### config.mk
export PLATFORM = sky130hd
export DESIGN_NAME = freq_bcd_capture
export DESIGN_NICKNAME = d
export VERILOG_FILES = /design/src/rtl/freq_meter_pkg.sv /design/src/rtl/bin2bcd_seq.sv /design/src/rtl/freq_bcd_capture.sv
export SDC_FILE = /design/constraint.sdc
export NUM_CORES = 1
export LEC_CHECK = 0
export BUFFER_PORTS_ARGS = -buffer_cell sky130_fd_sc_hd__buf_2
export CORE_AREA = 3 3 99 101
export DETAILED_ROUTE_END_ITERATION = 10
export DIE_AREA = 0 0 102 104
export PLACE_DENSITY = 0.88
export SKIP_LAST_GASP = 1
export SLEW_MARGIN = 20
export SYNTH_ARGS = -nofsm -noshare
export SYNTH_HDL_FRONTEND = slang
export SYNTH_HIERARCHICAL = 1
export SYNTH_SLANG_ARGS = --single-unit
### constraint.sdc
create_clock -name clk -period 4.65 [get_ports clk]
set_clock_uncertainty 0.1 [all_clocks]
set_input_delay 0.93 -clock clk [delete_from_list [all_inputs] [get_ports clk]]
set_output_delay 0.93 -clock clk [all_outputs]
set_load 0.05 [all_outputs]
### src/rtl/freq_meter_pkg.sv
// Shared types and constants for the frequency meter pipeline.
// Holds the capture FSM encoding, BCD digit type and default sizing
// reused by the capture and display stages.
package freq_meter_pkg;

    localparam int unsigned DEF_WIDTH  = 32;
    localparam int unsigned DEF_DIGITS = 8;

    typedef logic [3:0] bcd_digit_t;

    localparam bcd_digit_t BCD_NINE = 4'd9;

    typedef enum logic [1:0] {
        IDLE  = 2'd0,
        SHIFT = 2'd1,
        DONE  = 2'd2
    } fsm_t;

endpackage

### src/rtl/bin2bcd_seq.sv
// Sequential double-dabble converter, one input bit per clock.
// Ports:
//   clk, rst     clock, asynchronous active-low reset
//   start        load bin and begin a conversion (ignored while busy)
//   bin          binary value to convert
//   busy         conversion in progress
//   done_c       high during the cycle that performs the final shift
//   bcd          packed BCD result, digit 0 in bits [3:0]; held after done
//   ovf          value did not fit in DIGITS decimal digits
module bin2bcd_seq
    import freq_meter_pkg::*;
#(
    parameter int unsigned WIDTH  = DEF_WIDTH,
    parameter int unsigned DIGITS = DEF_DIGITS
) (
    input  logic                clk,
    input  logic                rst,
    input  logic                start,
    input  logic [WIDTH-1:0]    bin,
    output logic                busy,
    output logic                done_c,
    output logic [4*DIGITS-1:0] bcd,
    output logic                ovf
);

    localparam int unsigned BCD_W = 4 * DIGITS;
    localparam int unsigned CNT_W = $clog2(WIDTH + 1);

    logic [WIDTH-1:0] bin_sr;
    logic [BCD_W-1:0] dig_sr;
    logic [BCD_W-1:0] adj;
    logic             ovf_acc;
    logic [CNT_W-1:0] bit_cnt;

    // Add-3 correction per digit; no carry crosses a digit boundary.
    always_comb begin
        adj = dig_sr;
        for (int i = 0; i < int'(DIGITS); i++) begin
            if (dig_sr[4*i +: 4] >= 4'd5) begin
                adj[4*i +: 4] = dig_sr[4*i +: 4] + 4'd3;
            end
        end
    end

    assign done_c = busy && (bit_cnt == CNT_W'(WIDTH - 1));

    // Shift engine; the bit leaving the top digit marks overflow.
    always_ff @(posedge clk or negedge rst) begin
        if (!rst) begin
            bin_sr  <= '0;
            dig_sr  <= '0;
            ovf_acc <= 1'b0;
            bit_cnt <= '0;
            busy    <= 1'b0;
        end else if (start && !busy) begin
            bin_sr  <= bin;
            dig_sr  <= '0;
            ovf_acc <= 1'b0;
            bit_cnt <= '0;
            busy    <= 1'b1;
        end else if (busy) begin
            {dig_sr, bin_sr} <= {adj[BCD_W-2:0], bin_sr, 1'b0};
            ovf_acc          <= ovf_acc | adj[BCD_W-1];
            bit_cnt          <= bit_cnt + CNT_W'(1);
            if (done_c) begin
                busy <= 1'b0;
            end
        end
    end

    assign bcd = dig_sr;
    assign ovf = ovf_acc;

endmodule

### src/rtl/freq_bcd_capture.sv
// Gate-close capture and BCD conversion stage of the frequency counter.
// Snapshots counter on the falling edge of enable, converts it to BCD
// and presents a held result with a one-cycle strobe.
// Optional leading-zero blank mask: define FREQ_BCD_CAPTURE_BLANK_EN.
// Ports:
//   clk, rst      clock, asynchronous active-low reset
//   counter       running count, sampled at gate close
//   enable        gate window, high while counting
//   bcd           last converted value (all nines on overflow)
//   bcd_stb       one-cycle pulse when bcd/overflow/blank update
//   overflow      last conversion exceeded the digit range
//   capture_miss  sticky, a gate closed while a conversion was running
//   blank         leading-zero mask, digit 0 never blanked (0 if disabled)
module freq_bcd_capture
    import freq_meter_pkg::*;
#(
    parameter int unsigned WIDTH  = DEF_WIDTH,
    parameter int unsigned DIGITS = DEF_DIGITS
) (
    input  logic                clk,
    input  logic                rst,
    input  logic [WIDTH-1:0]    counter,
    input  logic                enable,
    output logic [4*DIGITS-1:0] bcd,
    output logic                bcd_stb,
    output logic                overflow,
    output logic                capture_miss,
    output logic [DIGITS-1:0]   blank
);

    localparam int unsigned BCD_W = 4 * DIGITS;
    localparam logic [BCD_W-1:0] BCD_ALL_NINE = {DIGITS{BCD_NINE}};

    fsm_t             state;
    fsm_t             state_nx;
    logic             enable_q;
    logic             gate_close;
    logic             start;
    logic             eng_busy;
    logic             eng_done_c;
    logic [BCD_W-1:0] eng_bcd;
    logic             eng_ovf;

    // Falling edge of the gate; a gate already low after reset is ignored.
    assign gate_close = enable_q & ~enable;

    bin2bcd_seq #(
        .WIDTH  (WIDTH),
        .DIGITS (DIGITS)
    ) u_bin2bcd (
        .clk    (clk),
        .rst    (rst),
        .start  (start),
        .bin    (counter),
        .busy   (eng_busy),
        .done_c (eng_done_c),
        .bcd    (eng_bcd),
        .ovf    (eng_ovf)
    );

    // State register and gate history.
    always_ff @(posedge clk or negedge rst) begin
        if (!rst) begin
            state    <= IDLE;
            enable_q <= 1'b0;
        end else begin
            state    <= state_nx;
            enable_q <= enable;
        end
    end

    // Next-state logic; capture only from IDLE.
    always_comb begin
        state_nx = state;
        start    = 1'b0;
        case (state)
            IDLE: begin
                if (gate_close) begin
                    start    = 1'b1;
                    state_nx = SHIFT;
                end
            end
            SHIFT: begin
                if (eng_done_c) begin
                    state_nx = DONE;
                end
            end
            DONE: begin
                state_nx = IDLE;
            end
            default: begin
                state_nx = IDLE;
            end
        endcase
    end

    // Result registers, strobe and sticky miss flag.
    always_ff @(posedge clk or negedge rst) begin
        if (!rst) begin
            bcd          <= '0;
            bcd_stb      <= 1'b0;
            overflow     <= 1'b0;
            capture_miss <= 1'b0;
        end else begin
            bcd_stb <= 1'b0;
            if (state == DONE) begin
                bcd      <= eng_ovf ? BCD_ALL_NINE : eng_bcd;
                overflow <= eng_ovf;
                bcd_stb  <= 1'b1;
            end
            if (gate_close && (state != IDLE) && !eng_busy_idle_guard(state)) begin
                capture_miss <= 1'b1;
            end
        end
    end

    // Any non-IDLE state drops the event; kept as a helper for readability.
    function automatic logic eng_busy_idle_guard(input fsm_t s);
        return (s == IDLE);
    endfunction

`ifdef FREQ_BCD_CAPTURE_BLANK_EN
    logic [DIGITS-1:0] blank_nx;
    logic              zero_hi;

    // Blank digit i when it and every higher digit are zero; never on overflow.
    always_comb begin
        blank_nx = '0;
        zero_hi  = 1'b1;
        for (int i = int'(DIGITS) - 1; i > 0; i--) begin
            zero_hi     = zero_hi & (eng_bcd[4*i +: 4] == 4'd0);
            blank_nx[i] = zero_hi & ~eng_ovf;
        end
    end

    always_ff @(posedge clk or negedge rst) begin
        if (!rst) begin
            blank <= '0;
        end else if (state == DONE) begin
            blank <= blank_nx;
        end
    end
`else
    assign blank = '0;
`endif

endmodule

==> run summary <==
Seq pwr share - 0.587
Unrepaired setup endpoints after global routing - false
Hold Slack - 0.391 ns
RePlAce Congestion - 0.770
Final Core Density - 0.671
Drc violations - 0
Post-synth EDFFs - 0
Sw Pwr - 0.345 mW
Clk slew on worst S/H paths - 0.09 ns
CTS resizes - 0
Delay-heaviest family, CP - buffers and inverters
WP data required - 4.81 ns
Post-synth cell types - 37
CTS tree - built
Die X - 102 µm
Hold WC Path Type - reg2reg
Syn_area_per_cell - 10.8 µm²
Status - complete, no violations
Internal power - 1.29 mW
Initial antenna violation count - 0
Crit path kind - in2reg
Max Cap Viol - 0
Initial Util - 0.614
Met2 WL - 4660 µm
Top cells by area, synth - dfrtp_1, mux2i_1, nand2_1, ha_1, mux2_4
Slew Limit Fails - 0
Relative max-transition margin - 0.272
Setup TNS - 0 ns
FF+latch count, synth - 110
DP HPWL - 6720 µm
ANT nets after route - 0
Hold path depth - 1
Worst slew pin tran - 1.09 ns
Sw frac - 0.211
Metal3 WL - 590 µm
Reg-to-reg startpoint - state[1]$_DFFE_PN0P_
Row Count - 35
Crit. End Element - flop
Slowest cell on crit path - buf_4
CP Cell Sequence - buf_2 > nand2b_1 > nor3_2 > buf_4 > nand2b_1 > a22o_1
Drt pass-1 iters - 4
Largest net degree at the start of global routing - 89
R2R cell count - 3
Sequential element share of the synthesized area - 0.492
Wire length on met1 - 4450 µm
Routed len/inst - 14.2 µm
Type of origin of the critical path - input pin
Critical Path AT - 2.43 ns
Root buf cell - clkbuf_8
Post-layout min period - 2.27 ns
Buf+Inv Stages, Crit Path - 2
Leading area contributor after synthesis - dfrtp_1
Post-Route WL - 9810 µm
List of most frequent post-synthesis cells - dfrtp_1, nand2_1, mux2i_1
Final Hold Viols - 0
Area grow syn2layout - 9.31%
Total grt overflow - 0
Hold Startpoint - capture_miss$_DFFE_PN0P_
Worst skew pair latency - 0.36 ns
Count of yosys warnings during synthesis - 6
H-tree depth - 3
Max incr delay on CP - 0.57 ns
P_leak - 2.84 nW
Via count - 3804
Crit Path Max Fanout - 46
IO Port Bufs - 69
Ant. Diodes - 0
CORE AREA - 9110 µm²
RR Endpoint - bcd[22]$_DFFE_PN0P_
Fmax achieved - 440 MHz
Clock sinks - 110
Pwr dens - 267 nW/µm²
Most numerous cell in the Yosys netlist - dfrtp_1
Die Footprint - 10600 µm²
Vias in the first global route - 3860
Period utilization - 0.489
Final setup fails - 0
# IOs - 78
Async SR Flop Fraction - 1.00
Max layer used - met4
Cell area after synthesis - 5590 µm²
Comb power frac - 0.030
Setup bufs post-CTS - 0
Clk buf depth - 2
DRT iter0 DRCs - 176
Top_reg_cell synth - dfrtp_1
R2r setup slk - 2.50 ns
Clk pwr share - 0.383
Via/cell ratio - 5.50
Peak supply drop - 0.147 mV
Total Routing Usage GR - 0.196
First-pass GRT wire length - 17000 µm
CTS buffer count - 9
Post-Syn Instances - 519
Layout cells sized above 1 - 0.212
Post-synth top area share - 0.492
Cts hold-fix bufs - 0
NumNets Final - 628
Hold path endpoint - capture_miss$_DFFE_PN0P_
Die H - 104 µm
Most used cell, CP - nand2b_1
==> power groups by stage <==
stage | Clock (mW) | Sequential (mW) | Combinational (mW)
5_1_grt | 0.673 | 0.957 | 0.0551
6_report | 0.625 | 0.956 | 0.0487
4_1_cts | 0.643 | 0.956 | 0.0504
3_3_place_gp | 0 | 0.975 | 0.0491
3_5_place_dp | 0 | 0.975 | 0.0504
2_1_floorplan | 0 | 0.976 | 0.0204
==> layout make-up <==
class / count / area [µm²]
sequential: 110 / 2760
multi-input combinational: 349 / 2490
clock inverter: 4 / 70.1
clock buffer: 12 / 145
fill: 707 / 3000
inverter: 32 / 120
tap: 111 / 139
timing repair buffer: 74 / 385
==> kinds of logic (layout without fill, tap and decap cells) <==
logic type	after synthesis	after routing	synth area share
AND/OR/NAND/NOR	149	149	0.128
buffers and inverters	67	122	0.0685
AO/OA/AOI/OAI	89	89	0.107
adder cells (fa/ha/maj)	17	17	0.0380
flip-flops	110	110	0.492
multiplexers	76	76	0.149
XOR/XNOR	10	10	0.0157
other	1	8	0.000671
==> registers in the layout, summed over array words and instances (netlist names) <==
register / flops
u_bin2bcd/bcd: 32
bcd_stb: 1
u_bin2bcd/ovf: 1
state: 2
overflow: 1
u_bin2bcd/bit_cnt: 6
capture_miss: 1
u_bin2bcd/busy: 1
enable_q: 1
bcd: 32
u_bin2bcd/bin_sr: 32
==> through the flow <==
stage / setup WS (ns) / cell area, µm² / power [mW] / std cells
final: 2.38 / 6110 / 1.63 / 692
after global placement: 2.05 / 5890 / 1.02 / 676
after CTS: 2.40 / 6110 / 1.65 / 692
after global routing: 2.24 / 6110 / 1.69 / 692
after floorplan: 2.49 / 5620 / 0.996 / 526
after detailed placement: 1.99 / 5890 / 1.03 / 676
==> metal layers <==
layer	track usage	vias to the layer above
li1	-	1857
met1	0.253	1847
met2	0.318	88
met3	0.0604	12
met4	0.0534	0
met5	0	-
==> layout by cell type, fill, tap and decap left out, types with 9 or more instances in the layout <==
cell type    n
dfrtp_1    108
o21ai_1     29
nor2b_1     16
inv_1       32
nand2_1     63
mux2i_1     56
xnor2_1      9
nand2b_1    14
clkbuf_8    10
buf_2       68
mux2_4      13
a22o_1      19
o21ai_0     12
nor2_1      29
ha_1        17
==> how the worst max path moves through the flow <==
stage	start	end	cells past startpoint
after global placement	enable	u_bin2bcd/ovf$_DFFE_PN0P_	6
after global routing	enable	u_bin2bcd/bit_cnt[5]$_DFFE_PN0P_	7
final	enable	u_bin2bcd/ovf$_DFFE_PN0P_	6
after floorplan	enable	u_bin2bcd/bin_sr[10]$_DFFE_PN0P_	6
after detailed placement	enable	u_bin2bcd/ovf$_DFFE_PN0P_	6
after CTS	enable	u_bin2bcd/ovf$_DFFE_PN0P_	6
Power figures use the tool's default switching activity.
